`config.mk`:
```
export PLATFORM = sky130hd
export DESIGN_NAME = rom_arbiter
export DESIGN_NICKNAME = d
export VERILOG_FILES = /design/src/rtl/rom_arbiter.sv
export SDC_FILE = /design/constraint.sdc
export NUM_CORES = 1
export LEC_CHECK = 0
export CORE_MARGIN = 3
export CORE_UTILIZATION = 28
export DETAILED_ROUTE_END_ITERATION = 10
export PLACE_DENSITY = 0.57
export SLEW_MARGIN = 15
export SYNTH_ARGS = -nofsm -noshare
export SYNTH_HDL_FRONTEND = slang
export SYNTH_SLANG_ARGS = --single-unit
```
`constraint.sdc`:
```
create_clock -name clock -period 5.29 [get_ports clock]
set_clock_uncertainty 0.05 [all_clocks]
set_input_delay 0.7935 -clock clock [delete_from_list [all_inputs] [get_ports clock]]
set_output_delay 0.7935 -clock clock [all_outputs]
set_load 0.05 [all_outputs]
```
`src/rtl/rom_arbiter.sv`:
```
// rom_arbiter: shares one single-ported boot ROM between the fetch (imem) and load (dmem) ports
// Ports:
//   clock, reset         clock and asynchronous active-low reset
//   imem_valid/addr      fetch request pulse and address; imem_ready/rdata completion pulse and data
//   dmem_valid/addr      load request pulse and address;  dmem_ready/rdata completion pulse and data
//   rom_valid/instr/addr request to the ROM (instr=1 for fetch); rom_ready/rdata ROM completion
module rom_arbiter #(
    parameter int ADDR_W = 32
) (
    input  logic              clock,
    input  logic              reset,
    input  logic              imem_valid,
    input  logic [ADDR_W-1:0] imem_addr,
    output logic [31:0]       imem_rdata,
    output logic              imem_ready,
    input  logic              dmem_valid,
    input  logic [ADDR_W-1:0] dmem_addr,
    output logic [31:0]       dmem_rdata,
    output logic              dmem_ready,
    output logic              rom_valid,
    output logic              rom_instr,
    output logic [ADDR_W-1:0] rom_addr,
    input  logic [31:0]       rom_rdata,
    input  logic              rom_ready
);
    typedef enum logic {IDLE, WAIT} state_t;
    state_t state_q, state_d;
    logic owner_q, owner_d, last_q, last_d, pend_i_q, pend_i_d, pend_d_q, pend_d_d;
    logic [ADDR_W-1:0] addr_i_q, addr_i_d, addr_d_q, addr_d_d;
    logic busy, done, acc_i, acc_d, req_i, req_d, can_grant, gnt_i, gnt_d;
    logic [ADDR_W-1:0] cand_i, cand_d;
    // owner_q/last_q: 1 = fetch port, 0 = load port
    always_comb begin
        busy       = state_q == WAIT;
        done       = busy & rom_ready;
        // a valid on a port already pending or outstanding is dropped
        acc_i      = imem_valid & ~pend_i_q & ~(busy & owner_q);
        acc_d      = dmem_valid & ~pend_d_q & ~(busy & ~owner_q);
        req_i      = pend_i_q | acc_i;
        req_d      = pend_d_q | acc_d;
        cand_i     = pend_i_q ? addr_i_q : imem_addr;
        cand_d     = pend_d_q ? addr_d_q : dmem_addr;
        // reset gates the combinational issue path so outputs stay 0 in reset
        can_grant  = reset & (~busy | rom_ready);
        gnt_i      = can_grant & req_i & (~req_d | ~last_q);
        gnt_d      = can_grant & req_d & ~gnt_i;
        rom_valid  = gnt_i | gnt_d;
        rom_instr  = gnt_i;
        rom_addr   = gnt_i ? cand_i : gnt_d ? cand_d : '0;
        imem_ready = done & owner_q;
        dmem_ready = done & ~owner_q;
        imem_rdata = imem_ready ? rom_rdata : '0;
        dmem_rdata = dmem_ready ? rom_rdata : '0;
        pend_i_d   = ~gnt_i & req_i;
        pend_d_d   = ~gnt_d & req_d;
        addr_i_d   = (acc_i & ~gnt_i) ? imem_addr : addr_i_q;
        addr_d_d   = (acc_d & ~gnt_d) ? dmem_addr : addr_d_q;
        state_d    = (rom_valid | (busy & ~rom_ready)) ? WAIT : IDLE;
        owner_d    = rom_valid ? gnt_i : owner_q;
        last_d     = rom_valid ? gnt_i : last_q;
    end
    always_ff @(posedge clock or negedge reset) begin
        if (!reset) begin
            state_q  <= IDLE;
            owner_q  <= 1'b0;
            last_q   <= 1'b0;
            pend_i_q <= 1'b0;
            pend_d_q <= 1'b0;
            addr_i_q <= '0;
            addr_d_q <= '0;
        end else begin
            state_q  <= state_d;
            owner_q  <= owner_d;
            last_q   <= last_d;
            pend_i_q <= pend_i_d;
            pend_d_q <= pend_d_d;
            addr_i_q <= addr_i_d;
            addr_d_q <= addr_d_d;
        end
    end
endmodule

```
==> out/metrics.cfg, run 1 <==
[clock_network]
clk_latency_ps=340
ctsResizeCount=0
cts_buffer_depth=2
cts.htree.levels=3
cts_tree=done
root_buffer=clkbuf_16
cts.hold.buffers_added=0
cts.sinks=68
cts_buffers=9
post_cts_buffers=0
clk_pin_slew_ps=50

[critical_path]
cp.arrival_ps=3210
worstPathRequired_ps=4450
critical_path_peak_fanout=32
crit_type=primary input to primary output
endpoint_kind=primary output
worstSetupStartpointType=primary input

[timing]
timing.final.max_slew_violations=0
fin_crit_ps=4050
slew_headroom=0.395
max_slew.worst_pin.slew_ps=906
finalCritPeriodShare=0.766
setup-violations-final=0
setup-tns-final_ps=0
max_freq_mhz=247
hold_viol=0
setup_slack_ps=1240
rsz0062_at_grt=false

[outcome]
status=finished, final reports clean

[global_route]
grt_use_total=0.172
grt_start_max_net_pins=51
grt_overflow=0
antenna_found_initial=0
grt_pass1_vias=4412
grt_pass1_wl_um=24500

[logic_synthesis]
synth_warnings=0
ys_seq_area_frac=0.379
synth.avg_cell_area_sq_um=9.61
synth_area_leaders=dfrtp_1 (38%), mux2i_1 (14%), and2_1 (8.9%)
synth_seq_cells=68
yosysUniqueCellTypes=28
synth_top_cell_area_share=0.379
synth_cells=467
yosysTopAreaCell=dfrtp_1
syn-num-nets=568
synth_area_sq_um=4490

[drt]
wl_um=15300
detail-route-antenna-nets=0
routed_via_density=5.07
wl_per_cell_um=17.8
via_count=4349
drtIter0Drc=245
dr.pass1.iters=4
drcViolationCount=0

[finish]
diodes=0
fillers=1478
instances_no_fill=857
fin_nets=742
design_area_sq_um=7250
synthToLayoutAreaGrowth_pct=61.5
drive_gt1_frac=0.158

[placed_design]
dp_slack_ps=1200
hpwl_um=10700
port_buffers=200
placed_cells=841
place_area_sq_um=6950
place_congestion=0.756

[pwr]
leakage_uw=0.00297
power_density_nw_per_um2=600
ir_drop_uv=338

[floorplanning]
core_area_sq_um=15400
die_y_um=133
rows=45
die_area_sq_um=17600
io_pins=201
start_util=0.291
die_w_um=133

[min_path]
hp-class=primary input to asynchronous set/reset pin

[job]
maxCapViolCount=0

==> power by group <==
| part | internal, uW | switching (uW) | total (uW) |
|---|---|---|---|
| Combinational | 1180 | 1560 | 2740 |
| Clock | 377 | 227 | 604 |
| Sequential | 795 | 209 | 1000 |
==> layout by cell type (no fill, tap or decap) <==
cell / Yosys / layout
or2_2: 1 / 1
inv_1: 4 / 4
buf_12: 0 / 32
and2_1: 64 / 64
mux2_2: 31 / 31
o2111ai_1: 32 / 32
o21ai_0: 5 / 5
o21a_1: 1 / 1
nand2b_1: 2 / 1
mux2i_1: 64 / 64
clkinv_2: 0 / 2
clkbuf_8: 0 / 1
o21ba_2: 1 / 1
a21oi_1: 1 / 1
nand3b_1: 1 / 1
and3b_1: 1 / 1
nand2b_4: 1 / 1
o2111ai_4: 1 / 1
buf_4: 5 / 14
clkdlybuf4s50_1: 0 / 165
bufinv_16: 0 / 1
nand2b_2: 0 / 1
a21bo_2: 1 / 1
dfrtp_2: 0 / 2
dfrtp_1: 68 / 66
nor2_1: 5 / 5
nand2_1: 67 / 66
o211ai_1: 32 / 32
o22ai_1: 32 / 32
nand2_2: 0 / 1
mux2_1: 1 / 1
clkbuf_1: 31 / 2
a21boi_4: 1 / 1
clkinv_4: 0 / 1
a21o_1: 1 / 1
clkbuf_16: 0 / 9
o21bai_4: 0 / 1
==> cell usage after synthesis, drive strengths merged <==
cell type,n
a21oi,1
o2111ai,33
dfrtp,68
a21bo,1
inv,4
and2,64
a21o,1
nand2b,3
clkbuf,31
o211ai,32
o22ai,32
or2,1
o21ba,1
buf,17
nand3b,1
nand2,67
o21bai,1
mux2i,64
o21a,1
o21ai,5
and3b,1
a21boi,1
nor2,5
mux2,32
==> final cells by class <==
class | count | area [sq um] | area share
multi-input combinational | 347 | 2570 | 0.355
inverter | 4 | 15.0 | 0.00207
tap | 211 | 264 | 0.0364
timing repair buffer | 211 | 2400 | 0.331
clock inverter | 4 | 48.8 | 0.00673
clock buffer | 12 | 246 | 0.0340
sequential | 68 | 1700 | 0.235
==> path summary, 6_finish.rpt <==
path                              from            to  slack (ps)  cells past startpoint
min in group clock         addr_i_q[4]   addr_i_q[4]         450                      1
setup reg to reg              pend_i_q  addr_i_q[18]        2320                      5
hold / removal                   reset   addr_i_q[5]         290                      1
setup / recovery            imem_valid  rom_addr[19]        1240                      6
hold reg to reg            addr_i_q[4]   addr_i_q[4]         450                      1
max in group asynchronous        reset      pend_i_q        3900                      2
==> registers in the layout (all words and copies together) (netlist names) <==
signal,flops
pend_d_q,1
addr_i_q,32
pend_i_q,1
addr_d_q,32
last_q,1
busy,1
==> logic make-up after synthesis <==
| logic type | share of synthesized area |
|---|---|
| AO/OA/AOI/OAI | 0.187 |
| multiplexers | 0.223 |
| buffers and inverters | 0.0510 |
| AND/OR/NAND/NOR | 0.160 |
| flip-flops | 0.379 |
==> metal layers <==
metal	routed length, um	track usage	part of all wire
met1	6720	0.216	0.44
met2	7460	0.293	0.49
met3	953	0.0513	0.062
met4	131	0.0387	0.0086
met5	0	0	0
==> critical path, stage by stage <==
cell and delay [ps]:
clkdlybuf4s50_1 540, o21ai_0 130, nand2b_2 420, o21bai_4 800, o22ai_1 290, buf_12 220
==> metrics by stage <==
stage	hold WS [ps]	total power (uW)	util
final	290	4350	0.470
after global routing	295	4610	0.470
after CTS	286	4400	0.470
after detailed placement	439	3780	0.451
after global placement	426	3730	0.451
after floorplan	414	2740	-
Note: power is estimated with default switching activity, not from simulation.
==> run 2: changes to the inputs <==
--- a/config.mk
+++ b/config.mk
@@ -8,7 +8,7 @@
 export CORE_MARGIN = 3
 export CORE_UTILIZATION = 28
 export DETAILED_ROUTE_END_ITERATION = 10
-export PLACE_DENSITY = 0.57
+export PLACE_DENSITY = 0.59
 export SLEW_MARGIN = 15
 export SYNTH_ARGS = -nofsm -noshare
 export SYNTH_HDL_FRONTEND = slang
==> constraint.sdc (replaced) <==
create_clock -name clock -period 3.6 [get_ports clock]
set_clock_uncertainty 0.05 [all_clocks]
set_input_delay 0.54 -clock clock [delete_from_list [all_inputs] [get_ports clock]]
set_output_delay 0.54 -clock clock [all_outputs]
set_load 0.05 [all_outputs]
==> run 2 against run 1 <==
  * Via count rose by 0.80%
  * Critical path type unchanged
  * Highest routed layer unchanged
  * Final cell count is 0.70% higher
  * Largest power group unchanged
  * Critical endpoint is now rom_addr[11]
  * Sequential share of layout area shrank 2.1 points
  * Non-clock buffer count up 6
==> out/metrics.cfg, run 2 (synthesis gave the netlist of run 1 again) <==
[outcome]
status=finished, final reports clean

[floorplanning]
rows=45
die_y_um=133
core_area_sq_um=15400
die_w_um=133
io_pins=201
die_area_sq_um=17600
start_util=0.291

[critical_path]
cp_cell_sequence=dlygate4sd3_1 -> buf_4 -> o21ai_0 -> nand2b_2 -> o21bai_4 -> o22ai_1 -> buf_12
crit_type=primary input to primary output
r2r_cells=5
cp.arrival_ps=2880
r2r-end=addr_d_q[12]
slowest_delay_ps=730
critical_path_peak_fanout=32
endpoint_kind=primary output
worstSetupStartpointType=primary input
r2r_start=pend_d_q
slowest_stage=o21bai_4
r2r_setup_slack_ps=1340
worstPathRequired_ps=3010

[placed_design]
hpwl_um=11800
place_area_sq_um=7680
port_buffers=200
place_congestion=0.740
dp_slack_ps=291

[global_route]
antenna_found_initial=0
grt_start_max_net_pins=66
grt_overflow=0
grt_pass1_vias=4463
grt_pass1_wl_um=25200
grt_use_total=0.177

[timing]
timing.hold.ws_ps=446
max_slew.worst_pin.slew_ps=922
finalCritPeriodShare=0.964
fin_crit_ps=3470
slew_headroom=0.383
setup_slack_ps=128
max_freq_mhz=288
setup-violations-final=0
setup-tns-final_ps=0
rsz0062_at_grt=true
hold_viol=0
timing.final.max_slew_violations=0

[drt]
wl_met2_um=8040
dr.pass1.iters=5
dr.max_layer_used=met4
wl_per_cell_um=18.5
detail-route-antenna-nets=0
wl_met1_um=6670
via_count=4384
routed_via_density=5.08
wl_um=16000
drcViolationCount=0
drtIter0Drc=216
wl_met3_um=1040

[min_path]
min-delay-start=addr_i_q[25]
holdPathEnd=addr_i_q[25]
hp-class=register to register
hold_depth=1

[clock_network]
cts.htree.levels=3
cts_buffers=9
clk_latency_ps=330
root_buffer=clkbuf_16
post_cts_buffers=0
clk_pin_slew_ps=50
cts.sinks=68
cts_tree=done
cts_buffer_depth=2

[finish]
mostFrequentLayoutCells=buf_12 (100), clkdlybuf4s50_1 (99), nand2_1 (67)
design_area_sq_um=7960
fillers=1397
diodes=0
top_regs=addr_d_q (32), addr_i_q (32)
fin_nets=748
drive_gt1_frac=0.264
synthToLayoutAreaGrowth_pct=77.3
mostFrequentLayoutCell=buf_12

[pwr]
ir_drop_uv=522
leakage_uw=0.00331
power_density_nw_per_um2=839

[job]
maxCapViolCount=0

run 2: changes by cell type in the layout (fill, tap and decap cells not counted), sizes merged:
cell,before,now
clkinvlp,0,2
bufinv,1,0
clkdlybuf4s50,165,99
clkinv,3,2
dlygate4sd3,0,1
buf,46,117
run 2: metrics by stage:
step           utilization  std cells  power (uW)
3_5_place_dp         0.498        846        5920
3_3_place_gp         0.498        846        5820
5_1_grt              0.516        863        7030
6_report             0.516        863        6680
4_1_cts              0.516        863        6750
2_1_floorplan            -        467        4030
run 2: cell type report:
class                           instances  area [sq um]  area share
Clock buffer                           12           246      0.0310
Clock inverter                          4          25.0     0.00314
Inverter                                4          15.0     0.00189
Multi-Input combinational cell        347          2570       0.323
Sequential cell                        68          1700       0.214
Tap cell                              211           264      0.0332
Timing Repair Buffer                  217          3130       0.393
run 2: worst max path at each step:
| stage | from | end | slack (ps) | cells after the start |
|---|---|---|---|---|
| after floorplan | imem_valid | rom_addr[10] | 760 | 7 |
| after global placement | imem_valid | rom_addr[31] | 370 | 6 |
| after detailed placement | imem_valid | rom_addr[1] | 290 | 6 |
| after CTS | reset | rom_addr[22] | 100 | 7 |
| after global routing | reset | rom_addr[2] | -8 | 7 |
| final | reset | rom_addr[11] | 130 | 7 |
run 2: critical path: cells and delay by family:
| kind | cells | cell delay, ps |
|---|---|---|
| buf+inv | 3 | 950 |
| simple gates | 1 | 230 |
| compound gates | 3 | 1130 |
run 2: report_power, final:
group          total, uW  switching [uW]  leakage (uW)  internal (uW)
Combinational       4440            2430       0.00238           2010
Sequential          1430             261      0.000798           1170
Clock                811             329      0.000129            483
run 2: routing by layer:
layer  track usage  vias up
met4        0.0456        0
met1         0.223     2122
li1              -     2075
met3        0.0449       20
met5             0        -
met2         0.304      167
run 2: timing repair:
| action | 4_1_cts | 5_1_grt |
|---|---|---|
| endpoints found under the hold margin | 3 | 0 |
| gates resized for setup | 0 | 0 |
| setup endpoints to repair | 0 | 4 |
| hold buffers | 1 | 0 |
